[config.mk]
export PLATFORM = sky130hd
export DESIGN_NAME = ram16k_arbiter_flat
export DESIGN_NICKNAME = d
export VERILOG_FILES = /design/src/rtl/ram16k_arbiter_if.sv /design/src/rtl/ram16k_arbiter.sv /design/src/flat_wrapper.sv
export SDC_FILE = /design/constraint.sdc
export NUM_CORES = 1
export LEC_CHECK = 0
export CAP_MARGIN = 20
export CORE_UTILIZATION = 21
export CTS_CLUSTER_DIAMETER = 120
export CTS_CLUSTER_SIZE = 14
export DETAILED_ROUTE_END_ITERATION = 12
export PLACE_DENSITY = 0.91
export SLEW_MARGIN = 20
export SYNTH_ARGS = -nofsm -noshare
export SYNTH_HDL_FRONTEND = slang
export SYNTH_SLANG_ARGS = --single-unit
[constraint.sdc]
create_clock -name clk -period 2.3 [get_ports clk]
set_input_delay 0.23 -clock clk [delete_from_list [all_inputs] [get_ports clk]]
set_output_delay 0.23 -clock clk [all_outputs]
set_load 0.05 [all_outputs]
[src/rtl/ram16k_arbiter_if.sv]
// ram16k_arbiter_if
// Bundles the two requester handshakes, the two read-response channels and
// the RAM-side drive/return lines of the ram16k arbiter.
//   slave  : arbiter view (requests and mem_data_out in; ready, responses,
//            mem_addr/mem_data_in/mem_we out)
//   master : requester/RAM view (mirror image of slave)
interface ram16k_arbiter_if #(
    parameter int ADDR_W = 14,
    parameter int DATA_W = 16
);
    logic              req0_valid;
    logic              req0_we;
    logic              req0_lock;
    logic [ADDR_W-1:0] req0_addr;
    logic [DATA_W-1:0] req0_wdata;
    logic              req0_ready;
    logic              rsp0_valid;
    logic [DATA_W-1:0] rsp0_rdata;

    logic              req1_valid;
    logic              req1_we;
    logic              req1_lock;
    logic [ADDR_W-1:0] req1_addr;
    logic [DATA_W-1:0] req1_wdata;
    logic              req1_ready;
    logic              rsp1_valid;
    logic [DATA_W-1:0] rsp1_rdata;

    logic [ADDR_W-1:0] mem_addr;
    logic [DATA_W-1:0] mem_data_in;
    logic              mem_we;
    logic [DATA_W-1:0] mem_data_out;

    modport slave (
        input  req0_valid, req0_we, req0_lock, req0_addr, req0_wdata,
        input  req1_valid, req1_we, req1_lock, req1_addr, req1_wdata,
        input  mem_data_out,
        output req0_ready, rsp0_valid, rsp0_rdata,
        output req1_ready, rsp1_valid, rsp1_rdata,
        output mem_addr, mem_data_in, mem_we
    );

    modport master (
        output req0_valid, req0_we, req0_lock, req0_addr, req0_wdata,
        output req1_valid, req1_we, req1_lock, req1_addr, req1_wdata,
        output mem_data_out,
        input  req0_ready, rsp0_valid, rsp0_rdata,
        input  req1_ready, rsp1_valid, rsp1_rdata,
        input  mem_addr, mem_data_in, mem_we
    );
endinterface

[src/rtl/ram16k_arbiter.sv]
// ram16k_arbiter
// Two-port arbiter in front of the ram16k single-port RAM (one-cycle
// registered read). Port 0 is the CPU data port, port 1 the DMA/loader port.
// At most one access is granted per cycle; a requester may hold the RAM
// across several accesses with its lock bit.
//
// Ports:
//   clk    : clock, all state on rising edge
//   reset  : asynchronous, active-high
//   bus    : ram16k_arbiter_if.slave (requests, ready, read responses,
//            RAM address/data/we drive and RAM read data return)
//
// Build option:
//   ARB_RR_EN defined   : round-robin on an IDLE conflict (port != rr_last wins)
//   ARB_RR_EN undefined : fixed priority, port 0 wins an IDLE conflict
//
// state | meaning
// IDLE  | no owner, grant by arbitration
// LOCK0 | port 0 owns the RAM, port 1 held off
// LOCK1 | port 1 owns the RAM, port 0 held off
module ram16k_arbiter #(
    parameter int ADDR_W = 14,
    parameter int DATA_W = 16
) (
    input  logic             clk,
    input  logic             reset,
    ram16k_arbiter_if.slave  bus
);

    typedef enum logic [1:0] {
        IDLE  = 2'd0,
        LOCK0 = 2'd1,
        LOCK1 = 2'd2
    } state_t;

    state_t            state_q;
    logic              rsp0_valid_q;
    logic              rsp1_valid_q;
`ifdef ARB_RR_EN
    logic              rr_last_q;
`endif

    logic              gnt0;
    logic              gnt1;
    logic [ADDR_W-1:0] addr_d;
    logic [DATA_W-1:0] wdata_d;
    logic              we_d;

    // Grant is combinational; held at zero during reset so nothing reaches
    // the RAM while the system is being reset.
    always_comb begin
        gnt0 = 1'b0;
        gnt1 = 1'b0;
        if (!reset) begin
            case (state_q)
                IDLE: begin
                    if (bus.req0_valid && bus.req1_valid) begin
`ifdef ARB_RR_EN
                        gnt0 = rr_last_q;
                        gnt1 = !rr_last_q;
`else
                        gnt0 = 1'b1;
`endif
                    end else begin
                        gnt0 = bus.req0_valid;
                        gnt1 = bus.req1_valid;
                    end
                end
                LOCK0:   gnt0 = bus.req0_valid;
                LOCK1:   gnt1 = bus.req1_valid;
                default: ;
            endcase
        end
    end

    always_comb begin
        addr_d  = '0;
        wdata_d = '0;
        we_d    = 1'b0;
        if (gnt0) begin
            addr_d  = bus.req0_addr;
            wdata_d = bus.req0_wdata;
            we_d    = bus.req0_we;
        end else if (gnt1) begin
            addr_d  = bus.req1_addr;
            wdata_d = bus.req1_wdata;
            we_d    = bus.req1_we;
        end
    end

    assign bus.req0_ready  = gnt0;
    assign bus.req1_ready  = gnt1;
    assign bus.mem_addr    = addr_d;
    assign bus.mem_data_in = wdata_d;
    assign bus.mem_we      = we_d;

    // RAM read data is only forwarded to the port whose response is due.
    assign bus.rsp0_valid  = rsp0_valid_q;
    assign bus.rsp1_valid  = rsp1_valid_q;
    assign bus.rsp0_rdata  = rsp0_valid_q ? bus.mem_data_out : '0;
    assign bus.rsp1_rdata  = rsp1_valid_q ? bus.mem_data_out : '0;

    always_ff @(posedge clk or posedge reset) begin
        if (reset) begin
            state_q      <= IDLE;
            rsp0_valid_q <= 1'b0;
            rsp1_valid_q <= 1'b0;
`ifdef ARB_RR_EN
            rr_last_q    <= 1'b1;
`endif
        end else begin
            rsp0_valid_q <= gnt0 && !bus.req0_we;
            rsp1_valid_q <= gnt1 && !bus.req1_we;
`ifdef ARB_RR_EN
            if (gnt0) begin
                rr_last_q <= 1'b0;
            end else if (gnt1) begin
                rr_last_q <= 1'b1;
            end
`endif
            case (state_q)
                IDLE: begin
                    if (gnt0 && bus.req0_lock) begin
                        state_q <= LOCK0;
                    end else if (gnt1 && bus.req1_lock) begin
                        state_q <= LOCK1;
                    end
                end
                LOCK0: begin
                    if (gnt0 && !bus.req0_lock) begin
                        state_q <= IDLE;
                    end
                end
                LOCK1: begin
                    if (gnt1 && !bus.req1_lock) begin
                        state_q <= IDLE;
                    end
                end
                default: state_q <= IDLE;
            endcase
        end
    end

endmodule

[src/flat_wrapper.sv]
// flat-port wrapper written by rule: the top's interface ports become plain ports
module ram16k_arbiter_flat 
#(
    parameter int ADDR_W = 14,
    parameter int DATA_W = 16
)
  (clk, reset, bus_req0_valid, bus_req0_we, bus_req0_lock, bus_req0_addr, bus_req0_wdata, bus_req1_valid, bus_req1_we, bus_req1_lock, bus_req1_addr, bus_req1_wdata, bus_mem_data_out, bus_req0_ready, bus_rsp0_valid, bus_rsp0_rdata, bus_req1_ready, bus_rsp1_valid, bus_rsp1_rdata, bus_mem_addr, bus_mem_data_in, bus_mem_we);
  ram16k_arbiter_if #(.ADDR_W(ADDR_W), .DATA_W(DATA_W)) bus_i ();
  input  logic clk;
  input  logic reset;
  input wire logic [$bits(bus_i.req0_valid)-1:0] bus_req0_valid;
  input wire logic [$bits(bus_i.req0_we)-1:0] bus_req0_we;
  input wire logic [$bits(bus_i.req0_lock)-1:0] bus_req0_lock;
  input wire logic [$bits(bus_i.req0_addr)-1:0] bus_req0_addr;
  input wire logic [$bits(bus_i.req0_wdata)-1:0] bus_req0_wdata;
  input wire logic [$bits(bus_i.req1_valid)-1:0] bus_req1_valid;
  input wire logic [$bits(bus_i.req1_we)-1:0] bus_req1_we;
  input wire logic [$bits(bus_i.req1_lock)-1:0] bus_req1_lock;
  input wire logic [$bits(bus_i.req1_addr)-1:0] bus_req1_addr;
  input wire logic [$bits(bus_i.req1_wdata)-1:0] bus_req1_wdata;
  input wire logic [$bits(bus_i.mem_data_out)-1:0] bus_mem_data_out;
  output wire logic [$bits(bus_i.req0_ready)-1:0] bus_req0_ready;
  output wire logic [$bits(bus_i.rsp0_valid)-1:0] bus_rsp0_valid;
  output wire logic [$bits(bus_i.rsp0_rdata)-1:0] bus_rsp0_rdata;
  output wire logic [$bits(bus_i.req1_ready)-1:0] bus_req1_ready;
  output wire logic [$bits(bus_i.rsp1_valid)-1:0] bus_rsp1_valid;
  output wire logic [$bits(bus_i.rsp1_rdata)-1:0] bus_rsp1_rdata;
  output wire logic [$bits(bus_i.mem_addr)-1:0] bus_mem_addr;
  output wire logic [$bits(bus_i.mem_data_in)-1:0] bus_mem_data_in;
  output wire logic [$bits(bus_i.mem_we)-1:0] bus_mem_we;
  assign bus_i.req0_valid = bus_req0_valid;
  assign bus_i.req0_we = bus_req0_we;
  assign bus_i.req0_lock = bus_req0_lock;
  assign bus_i.req0_addr = bus_req0_addr;
  assign bus_i.req0_wdata = bus_req0_wdata;
  assign bus_i.req1_valid = bus_req1_valid;
  assign bus_i.req1_we = bus_req1_we;
  assign bus_i.req1_lock = bus_req1_lock;
  assign bus_i.req1_addr = bus_req1_addr;
  assign bus_i.req1_wdata = bus_req1_wdata;
  assign bus_i.mem_data_out = bus_mem_data_out;
  assign bus_req0_ready = bus_i.req0_ready;
  assign bus_rsp0_valid = bus_i.rsp0_valid;
  assign bus_rsp0_rdata = bus_i.rsp0_rdata;
  assign bus_req1_ready = bus_i.req1_ready;
  assign bus_rsp1_valid = bus_i.rsp1_valid;
  assign bus_rsp1_rdata = bus_i.rsp1_rdata;
  assign bus_mem_addr = bus_i.mem_addr;
  assign bus_mem_data_in = bus_i.mem_data_in;
  assign bus_mem_we = bus_i.mem_we;
  ram16k_arbiter #(.ADDR_W(ADDR_W), .DATA_W(DATA_W)) u_core (.clk(clk), .reset(reset), .bus(bus_i));
endmodule
==> run summary <==
Clk slew on worst S/H paths: 0.03 ns
Area of the core: 3440 um^2
Worst EP required: 2.07 ns
Synth-to-layout area growth: 241%
Minimum clock period: 2.03 ns
Post-synthesis cell type count: 17
Initial Util: 22.8%
Area contributors post-synth: a22o_1 32%, and2_1 26%, dfrtp_1 13%
Drt pass-1 iters: 4
Clk pwr share: 13.5%
Number of hold violations in the final report: 0
Die height: 63.1 um
Post-synthesis instance total: 89
Post-synthesis sequential area ratio: 12.8%
Total GRT Usage: 22.1%
RSZ-0062 raised after global routing: false
Setup TNS: 0 ns
Post-Synth XOR/XNOR Area: 0%
Max-slew headroom: 65.7%
Final Setup Violations: 0
Final wirelength: 4580 um
Congestion Overflow GR: 0
Vias per cell: 4.60
Post-route ant nets: 0
H-Tree Depth: 1
Worst R2R Setup Slack: 1.27 ns
CTS root buffer: clkbuf_8
Port bufs: 150
Crit end category: output pin
Arrival time worst endpoint: 1.80 ns
Outcome: complete, no violations
# resized after CTS: 0
Non-filler instance count after layout: 281
Cell-internal power: 0.000624 W
Core Rows: 21
Ant diodes: 0
Max-cap viol count: 0
Worst Setup EP: bus_rsp1_rdata[14]
Antenna violations before repair: 0
Most common cell after layout, fill and taps aside: clkdlybuf4s50_1
Worst vdd ir: 0.370 mV
Largest family of logic cells by synthesized area: compound AO/OA/AOI/OAI gates
Largest net degree at the start of global routing: 34
Setup WS pre-CTS: 0.378 ns
Switching part of the total: 42.9%
Synth Area in Compound Gates: 38.2%
CP startpoint kind: flip-flop
P_leak: 1.07 nW
Yosys reg bits: 4
# IOs: 151
Pins Over Slew Limit: 0
CTS Buf Count: 3
Setup WS post-layout: 0.267 ns
CP max FO: 17
Die X: 63.1 um
HP Class: in2async
Worst Reg-to-Reg Cells: 3
CTS sink count: 4
Die area: 3980 um^2
Multiplexer share of the synthesized area: 1.28%
Post-CTS Hold Buffers: 0
Logic gate share of total power: 77.4%
Biggest area consumer among synthesized cells: a22o_1
Crit path kind: reg2out
Synth top area share: 32.4%
Overall power: 0.00109 W
R2R Path Start: u_core.state_q[1]$_DFFE_PP0P_
Power density cells: 409 nW/um^2
Initial DRC Count: 53
Synthesized area per cell: 8.80 um^2
Vias: 1292
Number of setup buffers added after CTS: 0
Total nets after synthesis: 173
Crit Reg-Reg Endpoint: u_core.bus.rsp0_valid$_DFF_PP0_
Skew final: 0.000104 ns
Detailed Place HPWL: 3990 um
Synth Area in Simple Gates: 36.3%
Net switching power: 0.000468 W
Max Fclk: 492 MHz
Routed wire per std cell: 16.3 um
Layout cells sized above 1: 19.1%
Nets: 321
# DRC: 0
Clock tree buffer depth: 2
Most frequent cells in the layout: 117 x clkdlybuf4s50_1, 35 x buf_12, 32 x and2_1, 29 x a22o_1, 4 x dfrtp_1
First-pass GRT wire length: 6820 um
Crit share post-route: 88.4%
CTS tree: done
CP startpoint: u_core.bus.rsp1_valid$_DFF_PP0_
Placed cells: 278
Clock latency on the worst-skew pair: 0.22 ns
Worst Tran Pin Value: 0.512 ns
Routability congestion estimate: 0.737
Yosys warns: 0
Synthesized cell area: 783 um^2
Seq pwr share: 9.1%
Post-Synth Adder-Cell Area: 0%
Vias in the first global route: 1363
cell families (layout without fill, tap and decap cells):
logic type,Yosys count,in the layout
AND/OR/NAND/NOR,42,42
buffers and inverters,10,156
multiplexers,1,1
AO/OA/AOI/OAI,32,32
flip-flops,4,4
worst min path at each step:
| stage | start | endpoint | slack, ns | cells after the start |
|---|---|---|---|---|
| 3_3_place_gp | reset | u_core.state_q[1]$_DFFE_PP0P_ | 0.49 | 2 |
| 5_1_grt | reset | u_core.bus.rsp0_valid$_DFF_PP0_ | 0.33 | 2 |
| 4_1_cts | reset | u_core.state_q[1]$_DFFE_PP0P_ | 0.30 | 2 |
| 3_5_place_dp | reset | u_core.state_q[1]$_DFFE_PP0P_ | 0.53 | 2 |
| 6_report | reset | u_core.state_q[1]$_DFFE_PP0P_ | 0.30 | 2 |
| 2_1_floorplan | reset | u_core.bus.rsp0_valid$_DFF_PP0_ | -0.004 | 1 |
registers in the layout, summed over array words and instances, names as in the netlist:
name                   count
u_core.bus.rsp1_valid      1
u_core.state_q             2
u_core.bus.rsp0_valid      1
cell type report:
cell class,instances,area [um^2]
tap,46,57.6
fill,226,774
multi-input combinational,75,593
clock buffer,3,41.3
inverter,1,3.75
sequential,4,100
timing repair buffer,152,1870
synth_stat cells:
cell type,count
nor2b_2,1
mux2i_1,1
buf_6,7
and2_1,32
dfrtp_1,4
a22o_4,2
nand2b_4,1
nor3_4,1
nor2_1,2
nor3_1,1
inv_1,1
clkbuf_1,2
a22o_1,29
o21ba_2,1
nor2b_4,1
nor2b_1,2
nor4_1,1
power groups by stage:
| stage | Clock (W) | Sequential (W) | Combinational [W] |
|---|---|---|---|
| 3_3_place_gp | 0 | 0.0000992 | 0.000833 |
| 6_report | 0.000147 | 0.0000998 | 0.000844 |
| 5_1_grt | 0.000158 | 0.000102 | 0.000870 |
| 3_5_place_dp | 0 | 0.000101 | 0.000847 |
| 2_1_floorplan | 0 | 0.0000991 | 0.000398 |
| 4_1_cts | 0.000153 | 0.000100 | 0.000849 |
through the flow:
stage	utilization [%]	hold slack [ns]	cell area (um^2)
finish	77.5	0.296	2670
floorplan	-	-0.00392	783
global route	77.5	0.335	2670
CTS	77.5	0.297	2670
global placement	76.3	0.494	2630
detailed placement	76.3	0.527	2630
critical path, cell delays in order (launching register included):
cell and delay [ns]:
dfrtp_1 0.58, and2_1 0.20, clkdlybuf4s50_1 0.80
routing by layer:
metal	part of all wire, %	track usage (%)	routed length (um)	vias up
met4	2.8	8.72	126	0
met3	4.7	3.26	215	12
met5	0	0	0	-
li1	-	-	-	619
met2	60	45.7	2730	67
met1	33	21.2	1510	594
(Power assumes the default switching activity.)
